**config.mk**
```make
export PLATFORM = sky130hd
export DESIGN_NAME = turing_machine
export DESIGN_NICKNAME = d
export VERILOG_FILES = /design/src/rtl/turing_machine.sv
export SDC_FILE = /design/constraint.sdc
export NUM_CORES = 2
export LEC_CHECK = 0
export CAP_MARGIN = 5
export CORE_MARGIN = 2
export CORE_UTILIZATION = 35
export CTS_BUF_LIST = sky130_fd_sc_hd__clkbuf_4 sky130_fd_sc_hd__clkbuf_8
export CTS_CLUSTER_SIZE = 28
export DETAILED_ROUTE_END_ITERATION = 10
export PLACE_DENSITY = 0.55
export SETUP_SLACK_MARGIN = 0.2
export SYNTH_ARGS = -nofsm -noshare
export SYNTH_HDL_FRONTEND = slang
export SYNTH_SLANG_ARGS = --single-unit
```
**constraint.sdc**
```tcl
create_clock -name clock -period 8.6 [get_ports clock]
set_input_delay 1.29 -clock clock [delete_from_list [all_inputs] [get_ports clock]]
set_output_delay 1.29 -clock clock [all_outputs]
set_load 0.05 [all_outputs]
```
**src/rtl/turing_machine.sv**
```systemverilog
// Programmable single-tape binary Turing machine driven by two push buttons.
// The user first enters a rule table, then a head position and initial tape
// contents, and finally single-steps the machine until it halts.
module turing_machine #(
    parameter int W        = 6,
    parameter int TAPE_LEN = 64
) (
    input  logic          clock,
    input  logic          reset,
    input  logic [W-1:0]  input_data,
    input  logic          Next,
    input  logic          Done,
    output logic [10:0]   display_out,
    output logic [3:0]    currState,
    output logic          display_in,
    output logic          tape_reg_out,
    output logic          data_reg_out,
    output logic [W-1:0]  next_state_out,
    output logic [W-1:0]  tape_addr_out,
    output logic          Compute_done
);

    localparam int RULES = 2 * (2 ** W);
    localparam int RW    = W + 1;

    typedef enum logic [3:0] {
        PROG_S    = 4'd0,
        PROG_WR   = 4'd1,
        PROG_MV   = 4'd2,
        PROG_NX   = 4'd3,
        TAPE_HEAD = 4'd4,
        TAPE_DATA = 4'd5,
        RUN       = 4'd6,
        HALT      = 4'd7
    } ctrl_t;

    ctrl_t                state_reg, state_next;
    logic                 next_q_reg, done_q_reg;
    logic [W-1:0]         s_reg;
    logic [W-1:0]         tm_state_reg;
    logic [W-1:0]         head_reg;
    logic [W-1:0]         tape_off_reg;
    logic [RW-1:0]        rule_idx_reg;
    logic [TAPE_LEN-1:0]  tape_reg;
    logic                 rule_wr_reg [RULES];
    logic [1:0]           rule_mv_reg [RULES];
    logic [W-1:0]         rule_nx_reg [RULES];

    logic                 next_ev, done_ev, in_input, done_act, next_act;
    logic                 run_ok, rule_room, sym;
    logic [RW-1:0]        sel_idx;
    logic                 sel_wr;
    logic [1:0]           sel_mv;
    logic [W-1:0]         sel_nx;
    logic [W-1:0]         head_step;
    logic                 rule_we_wr, rule_we_mv, rule_we_nx;
    logic                 tape_we, tape_wdata;
    logic [W-1:0]         tape_waddr;
    logic [10:0]          win;

    // Button edges; Done wins over Next only in phases where Done means something
    assign next_ev   = Next & ~next_q_reg;
    assign done_ev   = Done & ~done_q_reg;
    assign in_input  = (state_reg != RUN) && (state_reg != HALT);
    assign done_act  = done_ev && in_input;
    assign next_act  = next_ev && !done_act;

    // Rule currently addressed by (TM state, symbol under head)
    assign run_ok    = tm_state_reg < s_reg;
    assign rule_room = rule_idx_reg < {s_reg, 1'b0};
    assign sym       = tape_reg[head_reg];
    assign sel_idx   = {tm_state_reg, sym};
    assign sel_wr    = rule_wr_reg[sel_idx];
    assign sel_mv    = rule_mv_reg[sel_idx];
    assign sel_nx    = rule_nx_reg[sel_idx];

    // Head movement: 0 left, 1 right, anything else stays; W-bit math wraps
    always_comb begin
        head_step = head_reg;
        case (sel_mv)
            2'd0:    head_step = head_reg - W'(1);
            2'd1:    head_step = head_reg + W'(1);
            default: head_step = head_reg;
        endcase
    end

    // Write strobes for the rule table and the tape
    always_comb begin
        rule_we_wr = next_act && (state_reg == PROG_WR) && rule_room;
        rule_we_mv = next_act && (state_reg == PROG_MV) && rule_room;
        rule_we_nx = next_act && (state_reg == PROG_NX) && rule_room;
        tape_we    = 1'b0;
        tape_waddr = head_reg;
        tape_wdata = 1'b0;
        if (next_act && (state_reg == TAPE_DATA)) begin
            tape_we    = 1'b1;
            tape_waddr = head_reg + tape_off_reg;
            tape_wdata = input_data[0];
        end else if (next_act && (state_reg == RUN) && run_ok) begin
            tape_we    = 1'b1;
            tape_waddr = head_reg;
            tape_wdata = sel_wr;
        end
    end

    // Controller state register
    always_ff @(posedge clock) begin
        if (!reset) state_reg <= PROG_S;
        else        state_reg <= state_next;
    end

    // Controller next-state logic
    always_comb begin
        state_next = state_reg;
        case (state_reg)
            PROG_S:    if (done_act) state_next = TAPE_HEAD;
                       else if (next_act) state_next = PROG_WR;
            PROG_WR:   if (done_act) state_next = TAPE_HEAD;
                       else if (next_act) state_next = PROG_MV;
            PROG_MV:   if (done_act) state_next = TAPE_HEAD;
                       else if (next_act) state_next = PROG_NX;
            PROG_NX:   if (done_act) state_next = TAPE_HEAD;
                       else if (next_act) state_next = PROG_WR;
            TAPE_HEAD: if (done_act) state_next = RUN;
                       else if (next_act) state_next = TAPE_DATA;
            TAPE_DATA: if (done_act) state_next = RUN;
            RUN:       if (!run_ok) state_next = HALT;
                       else if (next_act && (sel_nx >= s_reg)) state_next = HALT;
            HALT:      state_next = HALT;
            default:   state_next = PROG_S;
        endcase
    end

    // Edge samplers, state count, TM registers and entry counters
    always_ff @(posedge clock) begin
        if (!reset) begin
            next_q_reg   <= 1'b0;
            done_q_reg   <= 1'b0;
            s_reg        <= '0;
            tm_state_reg <= '0;
            head_reg     <= W'(TAPE_LEN / 2);
            tape_off_reg <= '0;
            rule_idx_reg <= '0;
        end else begin
            next_q_reg <= Next;
            done_q_reg <= Done;
            if (next_act) begin
                case (state_reg)
                    PROG_S:    s_reg <= input_data;
                    PROG_NX:   if (rule_room) rule_idx_reg <= rule_idx_reg + RW'(1);
                    TAPE_HEAD: head_reg <= input_data;
                    TAPE_DATA: tape_off_reg <= tape_off_reg + W'(1);
                    RUN: if (run_ok) begin
                        tm_state_reg <= sel_nx;
                        head_reg     <= head_step;
                    end
                    default: ;
                endcase
            end
        end
    end

    // Rule table; unprogrammed entries write 0, stay, and jump to all-ones
    always_ff @(posedge clock) begin
        if (!reset) begin
            for (int i = 0; i < RULES; i++) begin
                rule_wr_reg[i] <= 1'b0;
                rule_mv_reg[i] <= 2'd2;
                rule_nx_reg[i] <= '1;
            end
        end else begin
            if (rule_we_wr) rule_wr_reg[rule_idx_reg] <= input_data[0];
            if (rule_we_mv) rule_mv_reg[rule_idx_reg] <= input_data[1:0];
            if (rule_we_nx) rule_nx_reg[rule_idx_reg] <= input_data;
        end
    end

    // Tape storage
    always_ff @(posedge clock) begin
        if (!reset)       tape_reg <= '0;
        else if (tape_we) tape_reg[tape_waddr] <= tape_wdata;
    end

    // 11-cell window centred on the head; bit 5 is the cell under the head
    for (genvar gi = 0; gi < 11; gi++) begin : g_win
        localparam logic [W-1:0] OFS = W'(TAPE_LEN + gi - 5);
        assign win[10-gi] = tape_reg[head_reg + OFS];
    end

    assign display_in     = in_input;
    assign display_out    = in_input ? {{(11-W){1'b0}}, input_data} : win;
    assign currState      = state_reg;
    assign tape_reg_out   = sym;
    assign data_reg_out   = sel_wr;
    assign next_state_out = tm_state_reg;
    assign tape_addr_out  = head_reg;
    assign Compute_done   = (state_reg == HALT);

endmodule

```
; ---- Word level (Yosys, flattened, before mapping)
; Memory sizes are Yosys's and may differ from the RTL's.
; Index checks and enable logic that the tools add are counted.
[totals]
regBits = 101
ramBits = 1152
in_bits = 10
elab_cells = 157
memories = 3
[op_classes]
add_sub_neg = 14
magnitude_cmp = 16
n_eq_ne = 18
n_mux = 65
bitwise = 4
n_reduce_logical = 28
[mem_list]
columns = memory, words, word_bits, rd, rd_clocked_by_memory_dff, write_ports, line_no
row1 = rule_nx_reg, 128, 6, 1, 0, 128, 47  ; logic [W-1:0] rule_nx_reg [RULES];
row2 = rule_mv_reg, 128, 2, 1, 0, 128, 46  ; logic [1:0] rule_mv_reg [RULES];
row3 = rule_wr_reg, 128, 1, 1, 0, 128, 45  ; logic rule_wr_reg [RULES];
[ops]
columns = op, count
row1 = less-than comparator 6 x 7 -> 1 bit (second input constant), 12
row2 = binary-select mux 1 bit (select 6 bit), 11
row3 = bitwise mux 64 bit, 1
row4 = 2-to-1 mux 4 bit, 11
row5 = adder 6 bit (second input constant), 5
row6 = 2-to-1 mux 1 bit, 30
row7 = one-hot mux 4 bit (7 select lines), 1
row8 = one-hot mux 6 bit (2 select lines), 2
row9 = 2-to-1 mux 7 bit, 3
row10 = 2-to-1 mux 6 bit, 3
row11 = == test 4 x 3 -> 1 bit (second input constant), 4
row12 = logical AND 1 bit, 14
row13 = adder 6 x 1 -> 6 bit (second input constant), 2
row14 = adder 6 x 2 -> 6 bit (second input constant), 2
row15 = adder 6 x 3 -> 6 bit (second input constant), 2
row16 = 2-to-1 mux 11 bit, 1
row17 = inequality test 3 bit (second input constant), 3
row18 = == test 4 x 2 -> 1 bit (second input constant), 2
row19 = inequality test 4 x 3 -> 1 bit (second input constant), 2
row20 = adder 7 x 1 -> 7 bit (second input constant), 1
row21 = less-than comparator 7 bit, 1
row22 = adder 6 bit, 1
row23 = demux 1 bit (select 6 bit), 1
row24 = >= comparator 6 x 1 -> 1 bit (second input constant), 1
row25 = 22 further kinds, 29

; ---- Longest topological paths before layout
[logic_depth]
ltp_word = 12
ltp_mapped = 31
mapped_depth_nobuf = 25

; ---- Worst setup path after synthesis
; Ideal clock, no wire load.
[synth_path]
path_type = reg2out
start = register head_reg[0] (netlist: tape_addr_out[0])
end = output display_out[0]
t_arrival_ns = 5.643
t_required_ns = 7.310
path_slack_ns = 1.667
path_stages_with_launch = 14
path_buffers = 6
path_cell_list = dfxtp_1 buf_6 buf_4 buf_1 clkbuf_1 clkinv_1 ha_1 clkbuf_1 buf_1 mux4_2 mux2i_1 mux4_2 mux2_2 o21ai_0
[synth_between]
elab_chain_len = 4
[synth_lines]
columns = item, line_no
row1 = "start, declared", 41  ; logic [W-1:0] head_reg;
row2 = "start signal, assigned", 141  ; head_reg <= W'(TAPE_LEN / 2);
row3 = "start signal, assigned", 151  ; TAPE_HEAD: head_reg <= input_data;
row4 = "start signal, assigned", 155  ; head_reg <= head_step;
row5 = adder 6 x 3 -> 6 bit, 187  ; assign win[10-gi] = tape_reg[head_reg + OFS];
row6 = binary-select mux 1 bit (select 6 bit), 187
row7 = 2-to-1 mux 1 bit (implied by the code), 187
row8 = 2-to-1 mux 11 bit, 191  ; assign display_out = in_input ? {{(11-W){1'b0}}, input_data} : win;
row9 = "end, declared", 13  ; output logic [10:0] display_out,
; Every way passes these cells. The select of a mux whose other input is x is not followed.

; ---- Worst setup path after layout
[layout_path]
start = register head_reg[0] (netlist: tape_addr_out[0])
end = output data_reg_out
[layout_between]
elab_chain_len = 3
[layout_lines]
columns = item, line_no
row1 = binary-select mux 1 bit (select 6 bit), 71  ; assign sym = tape_reg[head_reg];
row2 = 2-to-1 mux 1 bit (implied by the code), 71
row3 = memory (128 x 1 bit), n/a
row4 = "end, declared", 17  ; output logic data_reg_out,
; Every way passes these cells. The select of a mux whose other input is x is not followed.

==> qor.txt <==
status = complete, no violations
post-layout min period = 7.86 ns
Die Y = 430 um
Final setup viols = 0
Final #Nets = 5290
DIE WIDTH = 430 um
Worst Path Arrival = 6.57 ns
count of boundary I/O pins = 41
core area = 181000 um^2
TritonCTS clock tree = yes
HPWL after detailed placement = 146000 um
Synth warnings = 0
initial core utilization = 35.2%
Crit Path Class = reg2out
number of buffers and inverters on the critical path = 4
post-synthesis cell count = 5368
final worst-path cycle share = 91.3%
vias in the first global route = 45.7k
worst relative slew slack = 4.50%
worst hold path class = reg2reg
Leak = 0.0217 uW
gpl congestion = 1.02
clock sink count = 1252
first-pass detailed-route iteration total = 8
filler instances = 17.0k
initial antenna violation count = 12
DR iter-0 viols = 6718
Mapped Avg Cell Area = 11.8 um^2
Main synth FF type = edfxtp_1
pin count of the biggest net entering global routing = 224
register area share after synthesis = 55.6%
crit path max-delay cell type = nor4_2
peak supply drop = 0.000142 V
Residual DRC = 0
final WL = 224000 um
die area = 185000 um^2
Setup WS pre-CTS = 1.30 ns
Post-synth ARST share = 0%
CTS Hold Bufs = 0
endpoints failing hold = 0
CP required = 7.31 ns
worst setup margin = 0.744 ns
largest fanout on the critical path = 90
Root Driver = clkbuf_8
Worst setup SP type = flip-flop
layout cells sized above 1 = 17.0%
crit end category = primary output
main area contributors after synthesis = edfxtp_1, mux4_2, or3_1
max cap viols = 0
Synth area leader = edfxtp_1
post-synth top area share = 48.4%
CP Cell Sequence = mux4_2 -> a22oi_2 -> nand2_1 -> o22ai_4 -> inv_16 -> buf_12 -> buf_4 -> mux4_2 -> mux2i_1 -> mux2i_1 -> o32ai_1 -> nor4_2 -> buf_12
H-tree depth = 4
Final TNS setup = 0 ns
clock buffer depth = 3
Vias per Instance = 6.06
Reg clk slew, reported paths = 0.07 ns
Crit path largest cell delay = 0.96 ns
post-route ant nets = 0
most frequent cell after synthesis = edfxtp_1
first-pass GRT wire length = 325000 um
buffer count from post-CTS setup fixing = 0
fmax = 0.127 GHz
hold slack = 0.475 ns
via count = 47.3k
most instantiated cells after synthesis = edfxtp_1, or3_1, nand2_1
Area growth syn-to-layout = 11.1%
Mapped Nets = 5413
cts bufs inserted = 214
Skew-Pair Late Insertion Delay = 0.96 ns
EDFF count, synth = 1024
count of cell types in the netlist = 86
post-cts sizing count = 0
critical path's top delay family = multiplexers
final-report max-slew violation count = 0
global route overflow = 0
DR WL/cell = 28.7 um
cell area after synthesis = 63500 um^2
RSZ-0062 raised after global routing = false
clock skew = 0.0679 ns
GR Util All Layers = 23.7%
#FFs+latches synth = 1252
number of I/O port buffers = 39
cell area power density = 190 nW/um^2
FP Rows = 156
max reg flops = 768
worst slew pin tran = 1.43 ns
metal layers:
metal / part of all wire [%] / GRT usage [%] / routed length (um)
met4: 4.8 / 10.9 / 10800
met5: 0.015 / 0 / 34
met1: 40 / 31.5 / 90100
met3: 9.8 / 5.80 / 22000
met2: 45 / 36.6 / 101000
cells in the final DEF, fill, tap and decap left out, drive strengths merged, types with 113 or more instances in the layout:
cell type / instances
edfxtp: 1024
nand2: 601
nor2: 501
or3: 775
buf: 140
dfxtp: 228
nand3: 185
mux2i: 113
mux4: 337
clkbuf: 309
o211ai: 144
o21ai: 342
worst paths after layout:
check                                     start                         to  slack [ns]  depth (start not counted)
setup / recovery  tape_addr_out[0]$_SDFFE_PN0P_               data_reg_out        0.74                         13
hold / removal          rule_wr_reg[24]$_DFF_P_    rule_wr_reg[24]$_DFF_P_        0.47                          2
setup reg to reg  tape_addr_out[0]$_SDFFE_PN0P_  currState[1]$_SDFFE_PN0P_        1.23                         25
hold reg to reg         rule_wr_reg[24]$_DFF_P_    rule_wr_reg[24]$_DFF_P_        0.47                          2
worst register-to-register path: cells and delay by family (launching register included):
kind            cells  cell delay (ns)
simple gates        7             0.98
mux                 2             1.27
compound gates     13             3.60
flops               1             0.85
buf+inv             2             0.31
fa+ha+maj           1             0.27
metrics by stage:
| stage | instance area [um^2] | utilization [%] | instances | total power [uW] |
|---|---|---|---|---|
| 6_report | 70600 | 39.1 | 7808 | 13400 |
| 5_1_grt | 70600 | 39.1 | 7807 | 13800 |
| 4_1_cts | 70600 | 39.1 | 7801 | 13500 |
| 3_5_place_dp | 66000 | 36.6 | 7396 | 7720 |
| 3_3_place_gp | 66000 | 36.5 | 7394 | 7710 |
| 2_1_floorplan | 63500 | - | 5368 | 7420 |
report_power, final:
group          switching (uW)  internal [uW]
registers                 108           6780
logic                     482            230
clock network            2640           3150
total                    3230          10200
cells by family after synthesis:
kind of cell | Yosys count | synth area share, %
other | 1 | 0.00590
flip-flops | 1252 | 55.6
multiplexers | 481 | 14.3
XOR/XNOR | 48 | 0.662
AND/OR/NAND/NOR | 2197 | 17.0
AO/OA/AOI/OAI | 817 | 8.27
buffers and inverters | 537 | 3.56
adder cells (fa/ha/maj) | 35 | 0.701
area by class of cell:
type	instances	area, um^2	area share (%)
Antenna cell	4	10.0	0.0142
Clock buffer	308	3820	5.41
Clock inverter	97	763	1.08
Inverter	26	114	0.161
Multi-Input combinational cell	3579	26100	37.0
Sequential cell	1252	35300	50.0
Tap cell	2370	2970	4.20
Timing Repair Buffer	172	1490	2.11
Note: power is estimated with default switching activity, not from simulation.
